[src/rtl/exu_pkg.sv]
// Shared definitions for the execute-unit write-back path: default widths and
// the encoding that tells the regfile which producer owns the current write.
package exu_pkg;

    localparam int unsigned XLEN_DEF       = 32;
    localparam int unsigned RF_AW_DEF      = 5;
    localparam int unsigned STARVE_MAX_DEF = 4;
    localparam int unsigned STARVE_CNT_W   = 4;

    typedef enum logic [1:0] {
        WB_SRC_NONE = 2'd0,
        WB_SRC_LSU  = 2'd1,
        WB_SRC_MDU  = 2'd2,
        WB_SRC_ALU  = 2'd3
    } wb_src_e;

    // A destination of x0 consumes the write slot but never reaches the regfile.
    function automatic logic rf_write_effective(input logic wen, input logic rd_is_zero);
        return wen & ~rd_is_zero;
    endfunction

endpackage

[src/rtl/exu_wbck_starve.sv]
// Per-requester starvation tracker: counts consecutive lost cycles and raises
// boost once the count reaches STARVE_MAX, until the requester wins or drops.
module exu_wbck_starve
    import exu_pkg::*;
#(
    parameter int unsigned STARVE_MAX = STARVE_MAX_DEF
) (
    input  logic clk,
    input  logic rst_n,
    input  logic valid_i,
    input  logic ready_i,
    output logic boost_o
);

    localparam logic [STARVE_CNT_W-1:0] CNT_MAX = STARVE_CNT_W'(STARVE_MAX);

    logic [STARVE_CNT_W-1:0] cnt_q;
    logic [STARVE_CNT_W-1:0] cnt_d;

    // NOTE: every variable assigned in always_comb gets a default first, so no
    // path leaves it unassigned and no latch is inferred.
    always_comb begin
        cnt_d = cnt_q;
        if (!valid_i || ready_i) begin
            cnt_d = '0;
        end else if (cnt_q != CNT_MAX) begin
            cnt_d = cnt_q + 1'b1;
        end
    end

    // NOTE: state registers use non-blocking assignments so every flop samples
    // the pre-edge values, independent of statement order.
    always_ff @(posedge clk or negedge rst_n) begin
        if (!rst_n) begin
            cnt_q <= '0;
        end else begin
            cnt_q <= cnt_d;
        end
    end

    assign boost_o = (cnt_q == CNT_MAX);

endmodule

[src/rtl/exu_wbck_arb.sv]
// Register-file write-back arbiter: picks one of LSU / MDU / ALU results per
// cycle and registers the winning write into a single output stage.
module exu_wbck_arb
    import exu_pkg::*;
#(
    parameter int unsigned XLEN       = XLEN_DEF,
    parameter int unsigned RF_AW      = RF_AW_DEF,
    parameter int unsigned STARVE_MAX = STARVE_MAX_DEF
) (
    input  logic             clk,
    input  logic             rst_n,

    input  logic             i_lsu_valid,
    output logic             o_lsu_ready,
    input  logic             i_lsu_wen,
    input  logic [RF_AW-1:0] i_lsu_rd,
    input  logic [XLEN-1:0]  i_lsu_data,

    input  logic             i_mdu_valid,
    output logic             o_mdu_ready,
    input  logic             i_mdu_wen,
    input  logic [RF_AW-1:0] i_mdu_rd,
    input  logic [XLEN-1:0]  i_mdu_data,

    input  logic             i_alu_valid,
    output logic             o_alu_ready,
    input  logic             i_alu_wen,
    input  logic [RF_AW-1:0] i_alu_rd,
    input  logic [XLEN-1:0]  i_alu_data,

    output logic             o_rf_wen,
    output logic [RF_AW-1:0] o_rf_waddr,
    output logic [XLEN-1:0]  o_rf_wdata,
    output logic [1:0]       o_wb_src
);

    logic mdu_boost;
    logic alu_boost;

    wb_src_e          grant_src;
    logic             grant_wen;
    logic [RF_AW-1:0] grant_rd;
    logic [XLEN-1:0]  grant_data;

    logic             rf_wen_q,   rf_wen_d;
    logic [RF_AW-1:0] rf_waddr_q, rf_waddr_d;
    logic [XLEN-1:0]  rf_wdata_q, rf_wdata_d;
    wb_src_e          wb_src_q,   wb_src_d;

    exu_wbck_starve #(.STARVE_MAX(STARVE_MAX)) u_mdu_starve (
        .clk     (clk),
        .rst_n   (rst_n),
        .valid_i (i_mdu_valid),
        .ready_i (o_mdu_ready),
        .boost_o (mdu_boost)
    );

    exu_wbck_starve #(.STARVE_MAX(STARVE_MAX)) u_alu_starve (
        .clk     (clk),
        .rst_n   (rst_n),
        .valid_i (i_alu_valid),
        .ready_i (o_alu_ready),
        .boost_o (alu_boost)
    );

    // Boost is qualified by the current valid: the counter only clears a cycle
    // after valid drops, and an idle requester must never be granted.
    always_comb begin
        grant_src = WB_SRC_NONE;
        if (i_alu_valid && alu_boost) begin
            grant_src = WB_SRC_ALU;
        end else if (i_mdu_valid && mdu_boost) begin
            grant_src = WB_SRC_MDU;
        end else if (i_lsu_valid) begin
            grant_src = WB_SRC_LSU;
        end else if (i_mdu_valid) begin
            grant_src = WB_SRC_MDU;
        end else if (i_alu_valid) begin
            grant_src = WB_SRC_ALU;
        end
    end

    assign o_lsu_ready = (grant_src == WB_SRC_LSU);
    assign o_mdu_ready = (grant_src == WB_SRC_MDU);
    assign o_alu_ready = (grant_src == WB_SRC_ALU);

    always_comb begin
        grant_wen  = 1'b0;
        grant_rd   = '0;
        grant_data = '0;
        unique case (grant_src)
            WB_SRC_LSU: begin
                grant_wen  = i_lsu_wen;
                grant_rd   = i_lsu_rd;
                grant_data = i_lsu_data;
            end
            WB_SRC_MDU: begin
                grant_wen  = i_mdu_wen;
                grant_rd   = i_mdu_rd;
                grant_data = i_mdu_data;
            end
            WB_SRC_ALU: begin
                grant_wen  = i_alu_wen;
                grant_rd   = i_alu_rd;
                grant_data = i_alu_data;
            end
            default: ;
        endcase
    end

    // Address and data keep their last value across idle cycles.
    always_comb begin
        wb_src_d   = grant_src;
        rf_wen_d   = 1'b0;
        rf_waddr_d = rf_waddr_q;
        rf_wdata_d = rf_wdata_q;
        if (grant_src != WB_SRC_NONE) begin
            rf_wen_d   = rf_write_effective(grant_wen, grant_rd == '0);
            rf_waddr_d = grant_rd;
            rf_wdata_d = grant_data;
        end
    end

    always_ff @(posedge clk or negedge rst_n) begin
        if (!rst_n) begin
            rf_wen_q   <= 1'b0;
            rf_waddr_q <= '0;
            rf_wdata_q <= '0;
            wb_src_q   <= WB_SRC_NONE;
        end else begin
            rf_wen_q   <= rf_wen_d;
            rf_waddr_q <= rf_waddr_d;
            rf_wdata_q <= rf_wdata_d;
            wb_src_q   <= wb_src_d;
        end
    end

    assign o_rf_wen   = rf_wen_q;
    assign o_rf_waddr = rf_waddr_q;
    assign o_rf_wdata = rf_wdata_q;
    assign o_wb_src   = wb_src_q;

endmodule

[config.mk]
export PLATFORM = sky130hd
export DESIGN_NAME = exu_wbck_arb
export DESIGN_NICKNAME = d
export VERILOG_FILES = /design/src/rtl/exu_pkg.sv /design/src/rtl/exu_wbck_starve.sv /design/src/rtl/exu_wbck_arb.sv
export SDC_FILE = /design/constraint.sdc
export NUM_CORES = 1
export LEC_CHECK = 0
export ABC_CLOCK_PERIOD_IN_PS = 2150
export CORE_MARGIN = 2
export CORE_UTILIZATION = 37
export DETAILED_ROUTE_END_ITERATION = 6
export PLACE_DENSITY = 0.8
export SYNTH_ARGS = -nofsm -noshare
export SYNTH_HDL_FRONTEND = slang
export SYNTH_SLANG_ARGS = --single-unit
[constraint.sdc]
create_clock -name clk -period 2.15 [get_ports clk]
set_input_delay 0.215 -clock clk [delete_from_list [all_inputs] [get_ports clk]]
set_output_delay 0.215 -clock clk [all_outputs]
set_load 0.03 [all_outputs]
==> metrics.txt, run 1 <==
status=complete, no violations; setup violators final=0; CTS tree=built; Synth warnings=0; area leader, netlist=dfrtp_1; Tcrit/Tclk final=95.7%; Root Buffer=clkbuf_8; Site Rows=30; DRC Markers=0; Max Cap Viol=0; CTS clock-pin slew for the worst setup and hold paths=0.09 ns; Final Max Tran Viols=0; CTS Sinks=48; clk_lat worst skew=approximately 0.29 ns; setup_tns=0 ns; met2 Use GR=36.0%; initial core utilization=38.2%; peak supply drop=0.375 mV; P&R area growth vs syn=73.6%; Hold WC Path Type=in2async; grt ovf=0; Cells after Synth=~270; Pre-antenna DRT Iters=4; fraction of the yosys area taken by sequential cells=46.6%; max_slew headroom=about three fifths; Port Buf Inserts=161; Synth cell types=32; largest net degree at the start of global routing=49; Mean Syn Cell Area=~9.7 sq um; Crit path required time=2.30 ns; global placer's final weighted congestion=0.783; CP Class=reg2reg; final wirelength=around 8400 um; WL per Instance=about 16 um; # diodes=0; # IOs=~160; via count=2727; Die Height=87.5 um; antenna violations before repair=0; CTS H-tree lvls=2; worst slew pin tran=0.621 ns; net count after synthesis=389; Most Crowded Layer GR=met2; CP arrival=2.21 ns; HPWL after detailed placement=6180 um; Chip Width=87.5 um; vias in the first global route=2584; Clock Skews=0.00644 ns; share of the synthesized area in the top cell type=between 40% and 50%; cts bufs inserted=5; Clock Tree Buf Depth=2; Lkg Pwr=about 0.0018 uW; PD cells=slightly below 600 nW/um^2; Synth Cell Area=approximately 2600 sq um; GRT Util Overall=21.9%; CP max FO=6; # fillers=548; Pwr Total=2640 uW; share of cells above drive strength 1=12.8%; routing usage on met1=29.7%; ANT nets after route=0; global-route wire length before repair=13100 um; GRT met3 Usage=4.17%; final hold violations=0; fmax=486 MHz; Final min period=about 2 ns; Iter 0 DRT Violations=129; largest cells by area after synthesis=dfrtp_1 47%, a221oi_2 10%, a21oi_1 7.6%; Worst setup SP type=flop; vias per inst=5.28; Core Region=6760 sq um; Nets=~560; CP endpoint kind=flop; synthesis-stage register bit count=48; DIE AREA=7660 sq um
-- path summary, 6_finish.rpt --
path                                                   start                          to  slack (ns)  cells past startpoint
max                        u_mdu_starve.cnt_q[0]$_DFFE_PN0P_          o_rf_wen$_DFF_PN0_        0.09                      8
min                                                    rst_n  o_rf_wdata[19]$_DFFE_PN0P_        0.02                      2
max reg2reg                u_mdu_starve.cnt_q[0]$_DFFE_PN0P_          o_rf_wen$_DFF_PN0_        0.09                      8
min reg2reg                        o_rf_waddr[2]$_DFFE_PN0P_   o_rf_waddr[2]$_DFFE_PN0P_        0.52                      2
max in group asynchronous                              rst_n   o_rf_wdata[4]$_DFFE_PN0P_        1.72                      2
min in group clk                               i_mdu_data[5]   o_rf_wdata[5]$_DFFE_PN0P_        0.46                      3
-- what timing repair did --
action / in CTS / in global routing
hold buffers: 0 / 0
setup endpoints to repair: 2 / 2
resized for setup: 2 / 1
buffers inserted: 1 / 5
pin swaps: 1 / 2
-- cell usage in the layout, fill, tap and decap left out, drive strengths merged, types with 6 or more instances in the layout --
| master | Yosys | final |
|---|---|---|
| a21oi | 39 | 39 |
| a221oi | 34 | 34 |
| buf | 16 | 24 |
| clkbuf | 4 | 6 |
| clkdlybuf4s50 | 0 | 157 |
| dfrtp | 48 | 48 |
| inv | 7 | 7 |
| nand2 | 39 | 39 |
| nor2 | 44 | 44 |
| o21ai | 6 | 6 |
-- worst max-delay path, stage by stage (launching register included) --
cell and delay [ns]:
dfrtp_1 0.42, inv_1 0.06, ha_1 0.25, nand3b_4 0.15
a211oi_4 0.08, buf_4 0.16, a222oi_1 0.42, and4_1 0.27
a311oi_1 0.09
-- final cells by class --
type	instances	area (sq um)	share of cell area, %
timing repair buffer	182	1810	40.5
inverter	7	26.3	0.587
tap	80	100	2.24
sequential	48	1200	26.8
clock buffer	6	82.6	1.84
multi-input combinational	191	1250	27.8
clock inverter	2	10.0	0.224
-- flip-flops by register name, summed over array words and instances, names as in the netlist --
signal / flops
u_mdu_starve.cnt_q: 4
o_rf_wen: 1
o_wb_src: 2
u_alu_starve.cnt_q: 4
o_rf_waddr: 5
o_rf_wdata: 32
-- layer usage --
metal / share of wire, % / wire [um] / up-vias
met4: 1.5 / 129 / 0
met1: 44 / 3700 / 1295
li1: - / - / 1302
met3: 6.2 / 520 / 12
met5: 0 / 0 / -
met2: 48 / 4070 / 118
-- through the flow --
step	setup WS, ns	instances	instance area, sq um	hold WS, ns	utilization [%]
after floorplan	0.335	266	2580	-0.0806	-
after global placement	0.0554	502	4340	0.360	64.2
after detailed placement	0.0166	502	4340	0.355	64.2
after CTS	0.0672	511	4440	0.0312	65.7
after global routing	-0.00194	516	4480	0.0554	66.3
final	0.0915	516	4480	0.0152	66.3
-- synth_stat cells --
library cell	n
a211oi_2	1
a21oi_1	39
a221oi_1	16
a221oi_2	18
a222oi_1	4
a311oi_1	1
and3_1	1
and3_4	1
and4_1	1
and4b_1	1
buf_2	7
buf_4	6
buf_6	3
clkbuf_1	4
dfrtp_1	48
ha_1	4
inv_1	7
nand2_1	39
nand2b_1	1
nand3_1	2
nand3b_4	1
nand4b_1	2
nor2_1	44
nor3_1	1
nor3_2	1
o21ai_0	5
o21ai_2	1
o21bai_1	1
or2b_1	1
or3_1	1
xnor2_1	3
xor2_1	1
-- cells by family (layout without fill, tap and decap cells) --
kind of cell	after synthesis	after routing	synth area share, %
AND/OR/NAND/NOR	97	97	16.7
AO/OA/AOI/OAI	86	86	27.4
flip-flops	48	48	46.6
buffers and inverters	27	197	6.01
adder cells (fa/ha/maj)	4	4	1.94
XOR/XNOR	4	4	1.36
-- report_power, final --
group	switching (uW)	internal [uW]
clock	293	257
sequential	61.3	1010
combinational	498	524
(Power assumes the default switching activity.)
==> run 2, diff against run 1 <==
--- a/config.mk
+++ b/config.mk
@@ -7,9 +7,9 @@
 export LEC_CHECK = 0
 export ABC_CLOCK_PERIOD_IN_PS = 2150
 export CORE_MARGIN = 2
-export CORE_UTILIZATION = 37
+export CORE_UTILIZATION = 30
 export DETAILED_ROUTE_END_ITERATION = 6
-export PLACE_DENSITY = 0.8
+export PLACE_DENSITY = 0.67
 export SYNTH_ARGS = -nofsm -noshare
 export SYNTH_HDL_FRONTEND = slang
 export SYNTH_SLANG_ARGS = --single-unit
==> metrics.txt, run 2 (same netlist as run 1, synthesis figures left out) <==
Final Max Tran Viols=0 (unchanged); GRT Util Overall=19.0% (was 21.9%); global placer's final weighted congestion=0.844 (was 0.783); Chip Width=96.7 um (was 87.5 um); setup_tns=0 ns (unchanged); Nets=558 (unchanged); worst hold margin=0.450 ns (was 0.0152 ns); peak supply drop=0.296 mV (was 0.375 mV); CP arrival=1.81 ns (was 2.21 ns); Iter 0 DRT Violations=86 (was 129); P&R area growth vs syn=75.1% (was 73.6%); antenna violations before repair=0 (unchanged); largest net degree at the start of global routing=30 (was 49); most frequent cell on the critical path=buf_4; worst slew pin tran=0.580 ns (was 0.621 ns); Die Height=96.7 um (was 87.5 um); via count=2739 (was 2727); CP peak stage delay=0.42 ns (about the same); ANT nets after route=0 (unchanged); grt ovf=0 (unchanged); critical path's slowest cell=dfrtp_1 (unchanged); HPWL after detailed placement=6570 um (was 6180 um); CTS tree=built (unchanged); CTS H-tree lvls=2 (unchanged); initial core utilization=31.2% (was 38.2%); final hold violations=0 (unchanged); Hold WC Path Type=in2async (unchanged); setup violators final=0 (unchanged); Port Buf Inserts=161 (unchanged); Final min period=2.02 ns (was 2.06 ns); Core Region=8260 sq um (was 6760 sq um); critical path cell sequence=inv_1, ha_1, nand4b_1, buf_4, o21ai_4, buf_6, buf_4 (was inv_1, ha_1, nand3b_4, a211oi_4, buf_4, a222oi_1, and4_1, a311oi_1); Crit path required time=1.93 ns (was 2.30 ns); DRC Markers=0 (unchanged); CTS Sinks=48 (unchanged); WL per Instance=16.4 um (was 16.3 um); most common cell after layout, fill and taps aside=clkdlybuf4s50_1 (unchanged); share of cells above drive strength 1=12.2% (was 12.8%); status=complete, no violations (unchanged); Clock Skews=0.00383 ns (was 0.00644 ns); CTS clock-pin slew for the worst setup and hold paths=0.08 ns (was 0.09 ns); CP max FO=9 (was 6); clk_lat worst skew=0.30 ns (was 0.29 ns); final wirelength=8880 um (was 8420 um); Clock Tree Buf Depth=2 (unchanged); fmax=494 MHz (was 486 MHz); Multi-input gate area=1240 sq um (was 1250 sq um); Site Rows=33 (was 30); Top delay family on crit path=buffers and inverters (was compound AO/OA/AOI/OAI gates); unrepaired setup endpoints after global routing=no; PD cells=591 nW/um^2 (was 590 nW/um^2); most frequent cells in the layout=157 x clkdlybuf4s50_1, 48 x dfrtp_1, 44 x nor2_1, 39 x nand2_1, 39 x a21oi_1 (unchanged); CP endpoint kind=primary output (was flop); Bufs and invs on worst path=4 (was 2); Worst setup SP type=flop (unchanged); # IOs=162 (unchanged); max reg flops=32 (unchanged); max_slew headroom=61.3% (was 58.6%); Lkg Pwr=0.00182 uW (about the same); vias in the first global route=2854 (was 2584); Root Buffer=clkbuf_8 (unchanged); vias per inst=5.07 (was 5.28); # fillers=753 (was 548); cts bufs inserted=5 (unchanged); Tcrit/Tclk final=94.1% (was 95.7%); global-route wire length before repair=14600 um (was 13100 um); CP Class=reg2out (was reg2reg); FF/Latch Area=1200 sq um (unchanged); # diodes=0 (unchanged); DIE AREA=9360 sq um (was 7660 sq um); Max Cap Viol=0 (unchanged); Pre-antenna DRT Iters=4 (unchanged)
==> run 2: cell count changes in the layout (fill, tap and decap cells not counted), sizes merged <==
cell	delta
clkinv	-2
clkbuf	+1
dlygate4sd3	+1
buf	-1
==> run 2: worst paths after layout <==
check                                                   from                                end  slack (ns)  depth (start not counted)
setup / recovery           u_alu_starve.cnt_q[0]$_DFFE_PN0P_                        o_alu_ready        0.13                          7
hold / removal                                         rst_n         o_rf_wdata[31]$_DFFE_PN0P_        0.45                          2
setup reg to reg           u_alu_starve.cnt_q[0]$_DFFE_PN0P_                 o_rf_wen$_DFF_PN0_        0.17                          8
hold reg to reg            u_alu_starve.cnt_q[0]$_DFFE_PN0P_  u_alu_starve.cnt_q[0]$_DFFE_PN0P_        0.50                          1
max in group asynchronous                              rst_n  u_alu_starve.cnt_q[0]$_DFFE_PN0P_        1.15                          3
min in group clk                               i_mdu_data[2]          o_rf_wdata[2]$_DFFE_PN0P_        0.45                          3
==> run 2: layer usage <==
metal  global-route usage [%]  vias to the layer above  wire length (um)
met5                        0                        -                 0
met4                     2.82                        0                53
met3                     5.27                        6               667
met2                     34.4                      123              4390
met1                     22.9                     1310              3770
li1                         -                     1300                 -
==> run 2: what timing repair did <==
| action | 4_1_cts | 5_1_grt |
|---|---|---|
| pin swaps | 1 | 0 |
| gates resized for setup | 2 | 1 |
| gates cloned | 0 | 0 |
| setup buffers | 1 | 3 |
| setup endpoints to repair | 2 | 2 |
| endpoints found under the hold margin | 23 | 0 |
| hold buffers | 1 | 0 |
==> run 2: report_power, final <==
group	switching [uW]	total [uW]	leakage [uW]	internal, uW
logic	501	1020	0.00119	520
clock network	293	580	0.0000503	287
registers	62.7	1070	0.000581	1010
==> run 2: final cells by class <==
| type | instances | share of cell area, % |
|---|---|---|
| timing repair buffer | 182 | 40.2 |
| sequential | 48 | 26.6 |
| inverter | 7 | 0.582 |
| multi-input combinational | 191 | 27.6 |
| tap | 105 | 2.91 |
| clock buffer | 7 | 2.13 |
==> run 2: metrics by stage <==
stage	total power (uW)	area, sq um	setup WS, ns	instances	util [%]
3_5_place_dp	2110	4380	0.135	528	53.0
6_report	2670	4520	0.127	540	54.7
4_1_cts	2700	4490	0.0742	537	54.4
2_1_floorplan	1560	2580	0.335	266	-
3_3_place_gp	2090	4380	0.173	528	53.0
5_1_grt	2820	4520	0.0381	540	54.7
==> run 2: worst register-to-register path, cell delays in order, from the launching register on <==
cell and delay [ns]:
dfrtp_1 0.42, inv_1 0.07, ha_1 0.17, and4b_1 0.28, a211oi_4 0.07, buf_4 0.15
a222oi_1 0.34, and4_1 0.26, a311oi_1 0.09
